[src/rtl/bit_ram_pkg.sv]
// rtl/bit_ram_pkg.sv - shared constants and state type for the bit_ram loader and reader
//
// Purpose: word/address geometry of the bit_ram serial-bit store and the loader FSM
//          state encoding. The reader side imports the same package so both agree on
//          the {word, bit} read-address split.
// Contents:
//   DATA_W         word width written to bit_ram (bit 0 = first received bit)
//   ADDR_W         word address width
//   DEPTH          number of words, 2**ADDR_W
//   BIT_IDX_W      width of a bit index within a word
//   loader_state_t IDLE / FILL / DONE

package bit_ram_pkg;

    localparam int DATA_W    = 16;
    localparam int ADDR_W    = 8;
    localparam int DEPTH     = 1 << ADDR_W;
    localparam int BIT_IDX_W = $clog2(DATA_W);

    typedef enum logic [1:0] {
        IDLE = 2'd0,
        FILL = 2'd1,
        DONE = 2'd2
    } loader_state_t;

endpackage

[src/rtl/bit_shift_packer.sv]
// rtl/bit_shift_packer.sv - serial-to-parallel packer with bit counter and zero pad
//
// Purpose: collects serial bits LSB-first into a DATA_W-bit word and flags when a
//          word is ready to commit, either because it filled up or because a pad
//          request arrived with at least one bit collected.
// Ports:
//   clk_in     in   clock, rising edge
//   rst        in   asynchronous active-low reset
//   clear      in   drop any partial word and restart at bit 0
//   shift_en   in   accept bit_in this cycle at index bit_cnt
//   bit_in     in   serial data bit
//   pad        in   commit the partial word this cycle (upper bits zero)
//   word       out  word to commit, including this cycle's accepted bit (combinational)
//   word_done  out  word is to be committed this cycle (combinational)

module bit_shift_packer
    import bit_ram_pkg::*;
(
    input  logic              clk_in,
    input  logic              rst,
    input  logic              clear,
    input  logic              shift_en,
    input  logic              bit_in,
    input  logic              pad,
    output logic [DATA_W-1:0] word,
    output logic              word_done
);

    logic [DATA_W-1:0]    shreg;
    logic [BIT_IDX_W-1:0] bit_cnt;
    logic                 last_bit;

    // shreg is zeroed after every commit, so bits above bit_cnt are already the pad.
    always_comb begin
        word = shreg;
        if (shift_en) begin
            word[bit_cnt] = bit_in;
        end
        last_bit  = shift_en && (bit_cnt == BIT_IDX_W'(DATA_W - 1));
        // A bit accepted alongside pad counts first; a full word suppresses the pad word.
        word_done = last_bit || (pad && (shift_en || (bit_cnt != '0)));
    end

    always_ff @(posedge clk_in or negedge rst) begin
        if (!rst) begin
            shreg   <= '0;
            bit_cnt <= '0;
        end else if (clear || word_done) begin
            shreg   <= '0;
            bit_cnt <= '0;
        end else if (shift_en) begin
            shreg   <= word;
            bit_cnt <= bit_cnt + BIT_IDX_W'(1);
        end
    end

endmodule

[src/rtl/bit_ram_loader.sv]
// rtl/bit_ram_loader.sv - packs a serial bit stream into words on the bit_ram write port
//
// Purpose: bit k of the stream since start lands in word k/DATA_W, bit k%DATA_W.
//          Each completed word is written one clock after its last bit is accepted.
// Configuration macro: BIT_RAM_LOADER_WRAP_EN
//   defined   - address wraps after word DEPTH-1 (ring buffer), full stays 0,
//               words_written saturates at DEPTH
//   undefined - the write to word DEPTH-1 sets full and ends the load
// Ports:
//   clk_in         in   clock, rising edge
//   rst            in   asynchronous active-low reset
//   start          in   pulse: restart load at word 0, discard partial word
//   bit_in         in   serial data bit
//   bit_valid      in   bit_in valid this cycle
//   flush          in   pulse: write zero-padded partial word, then finish
//   wren           out  bit_ram write enable, one pulse per word
//   wraddress      out  bit_ram write address
//   data           out  bit_ram write data
//   busy           out  1 while in FILL
//   done           out  1 in DONE until next start
//   full           out  last word written, further bits dropped
//   words_written  out  words committed since start

module bit_ram_loader
    import bit_ram_pkg::*;
(
    input  logic              clk_in,
    input  logic              rst,
    input  logic              start,
    input  logic              bit_in,
    input  logic              bit_valid,
    input  logic              flush,
    output logic              wren,
    output logic [ADDR_W-1:0] wraddress,
    output logic [DATA_W-1:0] data,
    output logic              busy,
    output logic              done,
    output logic              full,
    output logic [ADDR_W:0]   words_written
);

    loader_state_t     state;
    logic [ADDR_W-1:0] addr;
    logic [DATA_W-1:0] word;
    logic              word_done;
    logic              accept;
    logic              pad_req;

    // start wins over everything else in the same cycle.
    assign accept  = bit_valid && (state == FILL) && !full && !start;
    assign pad_req = flush && (state == FILL) && !start;

    bit_shift_packer u_packer (
        .clk_in    (clk_in),
        .rst       (rst),
        .clear     (start),
        .shift_en  (accept),
        .bit_in    (bit_in),
        .pad       (pad_req),
        .word      (word),
        .word_done (word_done)
    );

    always_ff @(posedge clk_in or negedge rst) begin
        if (!rst) begin
            state         <= IDLE;
            addr          <= '0;
            wren          <= 1'b0;
            wraddress     <= '0;
            data          <= '0;
            busy          <= 1'b0;
            done          <= 1'b0;
            full          <= 1'b0;
            words_written <= '0;
        end else if (start) begin
            state         <= FILL;
            addr          <= '0;
            wren          <= 1'b0;
            busy          <= 1'b1;
            done          <= 1'b0;
            full          <= 1'b0;
            words_written <= '0;
        end else begin
            wren <= 1'b0;
            if (state == FILL) begin
                if (word_done) begin
                    wren      <= 1'b1;
                    data      <= word;
                    wraddress <= addr;
                    if (words_written != (ADDR_W + 1)'(DEPTH)) begin
                        words_written <= words_written + (ADDR_W + 1)'(1);
                    end
                    if (addr == '1) begin
`ifdef BIT_RAM_LOADER_WRAP_EN
                        addr  <= '0;
`else
                        // addr parks at the last word; full blocks any further accepts.
                        full  <= 1'b1;
                        state <= DONE;
                        busy  <= 1'b0;
                        done  <= 1'b1;
`endif
                    end else begin
                        addr <= addr + ADDR_W'(1);
                    end
                end
                if (flush) begin
                    state <= DONE;
                    busy  <= 1'b0;
                    done  <= 1'b1;
                end
            end
        end
    end

endmodule

[config.mk]
export PLATFORM = sky130hd
export DESIGN_NAME = bit_ram_loader
export DESIGN_NICKNAME = d
export VERILOG_FILES = /design/src/rtl/bit_ram_pkg.sv /design/src/rtl/bit_shift_packer.sv /design/src/rtl/bit_ram_loader.sv
export SDC_FILE = /design/constraint.sdc
export NUM_CORES = 1
export LEC_CHECK = 0
export CAP_MARGIN = 10
export CORE_UTILIZATION = 35
export DETAILED_ROUTE_END_ITERATION = 10
export PLACE_DENSITY_LB_ADDON = 0.2
export SLEW_MARGIN = 30
export SYNTH_ARGS = -nofsm -noshare
export SYNTH_HDL_FRONTEND = slang
export SYNTH_SLANG_ARGS = --single-unit
[constraint.sdc]
create_clock -name clk_in -period 2.9 [get_ports clk_in]
set_clock_uncertainty 0.2 [all_clocks]
set_input_delay 0.58 -clock clk_in [delete_from_list [all_inputs] [get_ports clk_in]]
set_output_delay 0.58 -clock clk_in [all_outputs]
set_load 0.01 [all_outputs]
==> results of run 1 <==
## per-stage QoR
stage	setup TNS, ns	hold slack (ns)	power (W)	instance area, um^2
finish	0	0.101	0.00218	3780
global route	0	0.145	0.00230	3780
CTS	0	0.120	0.00221	3780
detailed placement	-0.306	0.255	0.00145	3590
global placement	0	0.253	0.00145	3590
floorplan	0	0.0844	0.00122	3000
## final cells by class
| type | count | area [um^2] |
|---|---|---|
| Fill cell | 834 | 4480 |
| Sequential cell | 65 | 1630 |
| Multi-Input combinational cell | 214 | 1280 |
| Timing Repair Buffer | 53 | 523 |
| Clock buffer | 13 | 149 |
| Tap cell | 105 | 131 |
| Clock inverter | 3 | 40.0 |
| Inverter | 8 | 30.0 |
## power groups by stage
stage	Clock, W	Sequential (W)	Combinational, W
floorplan	0	0.00110	0.000118
global placement	0	0.00106	0.000385
detailed placement	0	0.00106	0.000390
CTS	0.000770	0.00105	0.000391
global route	0.000815	0.00106	0.000427
finish	0.000750	0.00104	0.000384
## final timing paths
kind,from,to,depth (start not counted)
max in group asynchronous,rst,u_packer.shreg[10],2
min reg2reg,wraddress[2],wraddress[2],2
min,rst,data[9],1
max,start,words_written[1],8
max reg2reg,u_packer.bit_cnt[0],addr[6],8
min in group clk_in,wraddress[2],wraddress[2],2
## registers in the layout, indices dropped and copies added (netlist names)
| name | flops |
|---|---|
| done | 1 |
| u_packer.shreg | 16 |
| full | 1 |
| wren | 1 |
| words_written | 9 |
| state | 1 |
| u_packer.bit_cnt | 4 |
| addr | 8 |
| data | 16 |
| wraddress | 8 |
## metal layers
layer / GRT usage, % / up-vias
li1: - / 1152
met1: 23.6 / 1124
met2: 21.4 / 45
met3: 4.03 / 6
met4: 5.68 / 0
met5: 0 / -
## synth_stat cells (all sizes together), types with 3 or more instances
| cell type | count |
|---|---|
| or4 | 4 |
| buf | 5 |
| clkbuf | 12 |
| o21ai | 7 |
| nor2b | 8 |
| ha | 7 |
| nand3 | 26 |
| nor3 | 4 |
| and3 | 4 |
| nor2 | 43 |
| dfrtp | 65 |
| mux2i | 18 |
| o41ai | 3 |
| nand2 | 29 |
| nand2b | 5 |
| inv | 8 |
| a21oi | 24 |
| o31ai | 4 |
| nor3b | 4 |
## cell families after synthesis
group	share of synthesized area, %
AO/OA/AOI/OAI	9.26
XOR/XNOR	0.876
adder cells (fa/ha/maj)	2.92
buffers and inverters	3.29
flip-flops	54.2
multiplexers	6.76
AND/OR/NAND/NOR	22.7
==> reports/metrics.cfg, run 1 <==
[power]
p_per_area_nw_per_um2=576
ir_drop_uv=261
clockPowerShare_pct=34.4
swShare_pct=25.6
p_leak_nw=1.77
power_frac_comb_pct=17.6
p_sw_w=0.000557
pwr-share-seq_pct=47.9
p_int_w=0.00162

[yosys]
synth.distinct_cells=39
synth_top_cell_by_area=dfrtp_1
synthFlopType=dfrtp_1
synth-edff-count=0
post_synth_instance_area_um2=3000
yosysTopAreaCellShare_pct=54.2
syn-num-nets=317
ys_warn_count=0
syn-instance-count=304
yosysSeqAreaShare_pct=54.2
synth_area_per_cell_um2=9.87
synth-async-reset-ratio_pct=100
ys_top_cells_by_area=dfrtp_1 (54%), mux2i_1 (6.0%), nor2_1 (5.4%)
ys_seq_elements=65

[clocking]
cts_buffers=9
post_cts_resized=0
cts_root_buffer=clkbuf_8
cts_tree=yes
h-tree-depth=3
clkLatencyLatePin_ns=0.34
holdBufCountCts=0
clkTransAtPathRegs_ns=0.07
cts_buffer_depth=2
cts.sinks=65
cts_setup_buffers=0

[grt]
antenna_found_initial=0
overflow=0
grt_max_degree=37
grt_pass1_vias=2162
grt_use_total_pct=15.7
grt_pass1_wl_um=10800

[cells_and_area]
final_common_cell=dfrtp_1
fin_cells=461
mostFrequentLayoutCells=dfrtp_1 (65), nor2_1 (43), clkdlybuf4s50_1 (41)
nNetsFinal=364
area_growth_syn_to_layout_pct=26.0
drive_gt1_share_pct=8.71
antenna_cells=0
fin_util_pct=45.8

[setup_path]
crit_buf_inv=3
cp-end-kind=flop
critical_path.max_fanout=22
slowest_delay_ns=0.43
start_kind=primary input
critPathArrivalTime_ns=2.62
critPathRequiredTime_ns=2.94
crit_chain=clkdlybuf4s50_1, or3b_1, nor3b_2, a31oi_2, inv_1, buf_4, nand3_1, o31ai_1
crit_slowest_cell=or3b_1
critPathKind=in -> reg
ff2ff_setup_slack_ns=0.47
cp_top_family=buffers and inverters

[placement]
gp_congestion=0.812
portBuffers=42
hpwl_um=4250
dp_cells=445
dp_slack_ns=-0.0634

[sta]
rsz0062_at_grt=false
fin_ws_ns=0.316
hold_violations=0
setup_viol=0
max_freq_ghz=0.387
tightest_slew_ns=0.737
timing.final.crit_share_pct=89.1
fin_crit_ns=2.58
relSlewSlack_pct=50.9
slew_viol_final=0

[outcome]
outcome=completed

[detailed_routing]
wl_met3_um=244
dr.max_layer_used=met4
wl_met2_um=2690
drc_errors=0
dr.pass1.iters=4
drt_iter0_drc=112
antenna_left=0
via_count=2327
drt-total-wl_um=6320
wl_per_cell_um=13.7
vias_per_cell=5.05
met1_length_um=3330

[floorplanning]
rows=33
die_w_um=94.6
initial_core_util_pct=36.3
die_h_um=94.6
ios=43
dieArea_um2=8950
core_area_um2=8260

[run]
drv_cap=0

[hold_path]
hold_class=in -> async

(Power assumes the default switching activity.)
==> run 2, diff against run 1 <==
--- a/config.mk
+++ b/config.mk
@@ -7,9 +7,11 @@
 export LEC_CHECK = 0
 export CAP_MARGIN = 10
 export CORE_UTILIZATION = 35
+export CTS_BUF_LIST = sky130_fd_sc_hd__clkbuf_8 sky130_fd_sc_hd__clkbuf_16
 export DETAILED_ROUTE_END_ITERATION = 10
 export PLACE_DENSITY_LB_ADDON = 0.2
-export SLEW_MARGIN = 30
+export SLEW_MARGIN = 20
 export SYNTH_ARGS = -nofsm -noshare
 export SYNTH_HDL_FRONTEND = slang
+export SYNTH_HIERARCHICAL = 1
 export SYNTH_SLANG_ARGS = --single-unit
==> run 2 against run 1 <==
Hold slack lost 0.065 ns; sequential power shrank 11%; non-clock buffer count is 5 higher; final cell count shrank 2.0%; critical path depth up 1; cell area up 12%; sequential share of layout area shrank 4.5 points; count of clock-buffer cells in the layout down 1; register-to-register slack worse by 0.21 ns; largest cell class unchanged.
==> reports/metrics.cfg, run 2 <==
[setup_path]
cp_common_cell=buf_4
start_kind=primary input
critPathKind=in -> reg
crit_slowest_cell=clkdlybuf4s50_1
crit_chain=clkdlybuf4s50_1, nor4bb_1, buf_4, a31o_2, a22o_1, nand3b_1, buf_4, a2111oi_2, mux2_2
critical_path.max_fanout=11
r2r-end=addr[5]
cp-end-kind=flop
critical_path.endpoint=addr[5]
r2r-start=state[0]
ff2ff_setup_slack_ns=0.26
r2r_cells=8
critPathRequiredTime_ns=2.93
critPathArrivalTime_ns=2.83
slowest_delay_ns=0.42
worstSetupStartpoint=start

[cells_and_area]
antenna_cells=0
area_growth_syn_to_layout_pct=25.9
nNetsFinal=331
final_common_cell=dfrtp_1
n_fill_cell=878
fin_cells=452
top_regs=data x16, u_packer/shreg x16, words_written x9
drive_gt1_share_pct=33.4
final_area_um2=4220
mostFrequentLayoutCells=dfrtp_1 (65), mux2_2 (47), clkdlybuf4s50_1 (41)

[grt]
antenna_found_initial=0
grt_pass1_wl_um=11200
grt_max_degree=30
overflow=0
grt_use_total_pct=14.6
grt_pass1_vias=2175

[clocking]
clkLatencyLatePin_ns=0.34
post_cts_resized=0
cts.sinks=65
cts_setup_buffers=0
cts_tree=yes
cts_buffers=9
cts_root_buffer=clkbuf_8
holdBufCountCts=0
h-tree-depth=3
clkTransAtPathRegs_ns=0.08
cts_buffer_depth=2

[yosys]
yosysSeqAreaShare_pct=48.5
synth-edff-count=0
synth.most_common_cell=dfrtp_1
synth_area_per_cell_um2=12.6
ys_top_cells_by_area=dfrtp_1 (49%), mux2_2 (16%), nor2b_4 (6.6%)
netlist_top_cells_count=dfrtp_1 (65), mux2_2 (47), nor2b_4 (16), a21oi_1 (11)
synthFlopType=dfrtp_1
syn-instance-count=267
synth.distinct_cells=49
ys_seq_elements=65
post_synth_instance_area_um2=3350
synth-async-reset-ratio_pct=100
yosysTopAreaCellShare_pct=48.5
synth_top_cell_by_area=dfrtp_1
ys_warn_count=6
syn-num-nets=280

[placement]
gp_congestion=0.748
dp_cells=436
dp_slack_ns=-0.221
hpwl_um=4610
placed_area_um2=4010
portBuffers=42

[detailed_routing]
dr.pass1.iters=4
via_count=2270
drt_iter0_drc=58
drt-total-wl_um=6750
wl_per_cell_um=14.9
antenna_left=0
drc_errors=0
vias_per_cell=5.02

[sta]
slew_viol_final=0
fin_ws_ns=0.101
hold_violations=0
fin_crit_ns=2.80
relSlewSlack_pct=60.5
timing.final.crit_share_pct=96.5
rsz0062_at_grt=false
setup_viol=0
tightest_slew_ns=0.592
max_freq_ghz=0.357

[run]
drv_cap=0

[power]
p_leak_nw=1.77
ir_drop_uv=182
p_per_area_nw_per_um2=454
power_w=0.00192

[hold_path]
hold_class=in -> async

[floorplanning]
die_h_um=99.9
core_area_um2=9240
die_w_um=99.9
rows=35
ios=43
initial_core_util_pct=36.3
dieArea_um2=9980

[outcome]
outcome=completed

==> run 2: changes by cell type in the layout (fill, tap and decap cells not counted), moves of 5 or more <==
cell	delta
mux2_2	+45
nor2_1	-37
nand2_1	-24
nand3_1	-20
mux2i_1	-16
nor2b_4	+16
a21oi_1	-13
nand4_1	+7
nand4b_1	+7
o21ai_0	-6
nor4bb_1	+5
==> run 2: cell families (layout without fill, tap and decap cells) <==
group                    Yosys count  count (layout)  share of synthesized area (%)
AO/OA/AOI/OAI                     31              31                           6.53
XOR/XNOR                           3               3                          0.784
multiplexers                      49              49                           16.4
flip-flops                        65              65                           48.5
AND/OR/NAND/NOR                   85              85                           21.3
buffers and inverters             27              83                           3.88
adder cells (fa/ha/maj)            7               7                           2.61
==> run 2: how the worst min path moves through the flow <==
stage | startpoint | end | slack, ns
floorplan | rst | addr[0] | 0.08
global placement | data[6] | data[6] | 0.29
detailed placement | data[3] | data[3] | 0.29
CTS | rst | data[8] | 0.05
global route | rst | data[9] | 0.07
finish | rst | data[8] | 0.04
==> run 2: per-stage QoR <==
stage / hold WS [ns] / TNS [ns] / util (%)
after floorplan: 0.0844 / 0 / -
after global placement: 0.289 / -4.28 / 43.4
after detailed placement: 0.295 / -4.25 / 43.4
after CTS: 0.0529 / 0 / 45.7
after global routing: 0.0734 / 0 / 45.7
final: 0.0358 / 0 / 45.7
==> run 2: critical path: cells and delay by family <==
family,cells,cell delay [ns]
AO/OA/AOI/OAI,3,0.61
multiplexers,1,0.37
buffers and inverters,3,0.81
AND/OR/NAND/NOR,2,0.45
==> run 2: where the power goes <==
| group | leakage [nW] | internal [W] | total (W) | switching, W |
|---|---|---|---|---|
| clock | 0.105 | 0.000466 | 0.000831 | 0.000364 |
| sequential | 0.902 | 0.000917 | 0.000928 | 0.0000111 |
| combinational | 0.767 | 0.0000676 | 0.000158 | 0.0000903 |
| total | 1.77 | 0.00145 | 0.00192 | 0.000466 |
==> run 2: area by class of cell <==
| type | instances | area [um^2] | share of cell area, % |
|---|---|---|---|
| Sequential cell | 65 | 1630 | 38.5 |
| Multi-Input combinational cell | 175 | 1610 | 38.2 |
| Timing Repair Buffer | 58 | 573 | 13.6 |
| Inverter | 9 | 33.8 | 0.800 |
| Clock inverter | 4 | 50.0 | 1.19 |
| Clock buffer | 12 | 165 | 3.91 |
| Tap cell | 129 | 161 | 3.82 |
==> run 2: per-layer routing <==
metal / vias to the layer above / routed length [um] / GRT usage, %
li1: 1076 / - / -
met1: 1150 / 3360 / 20.5
met2: 36 / 3130 / 21.8
met3: 8 / 170 / 2.99
met4: 0 / 95 / 6.79
met5: - / 0 / 0
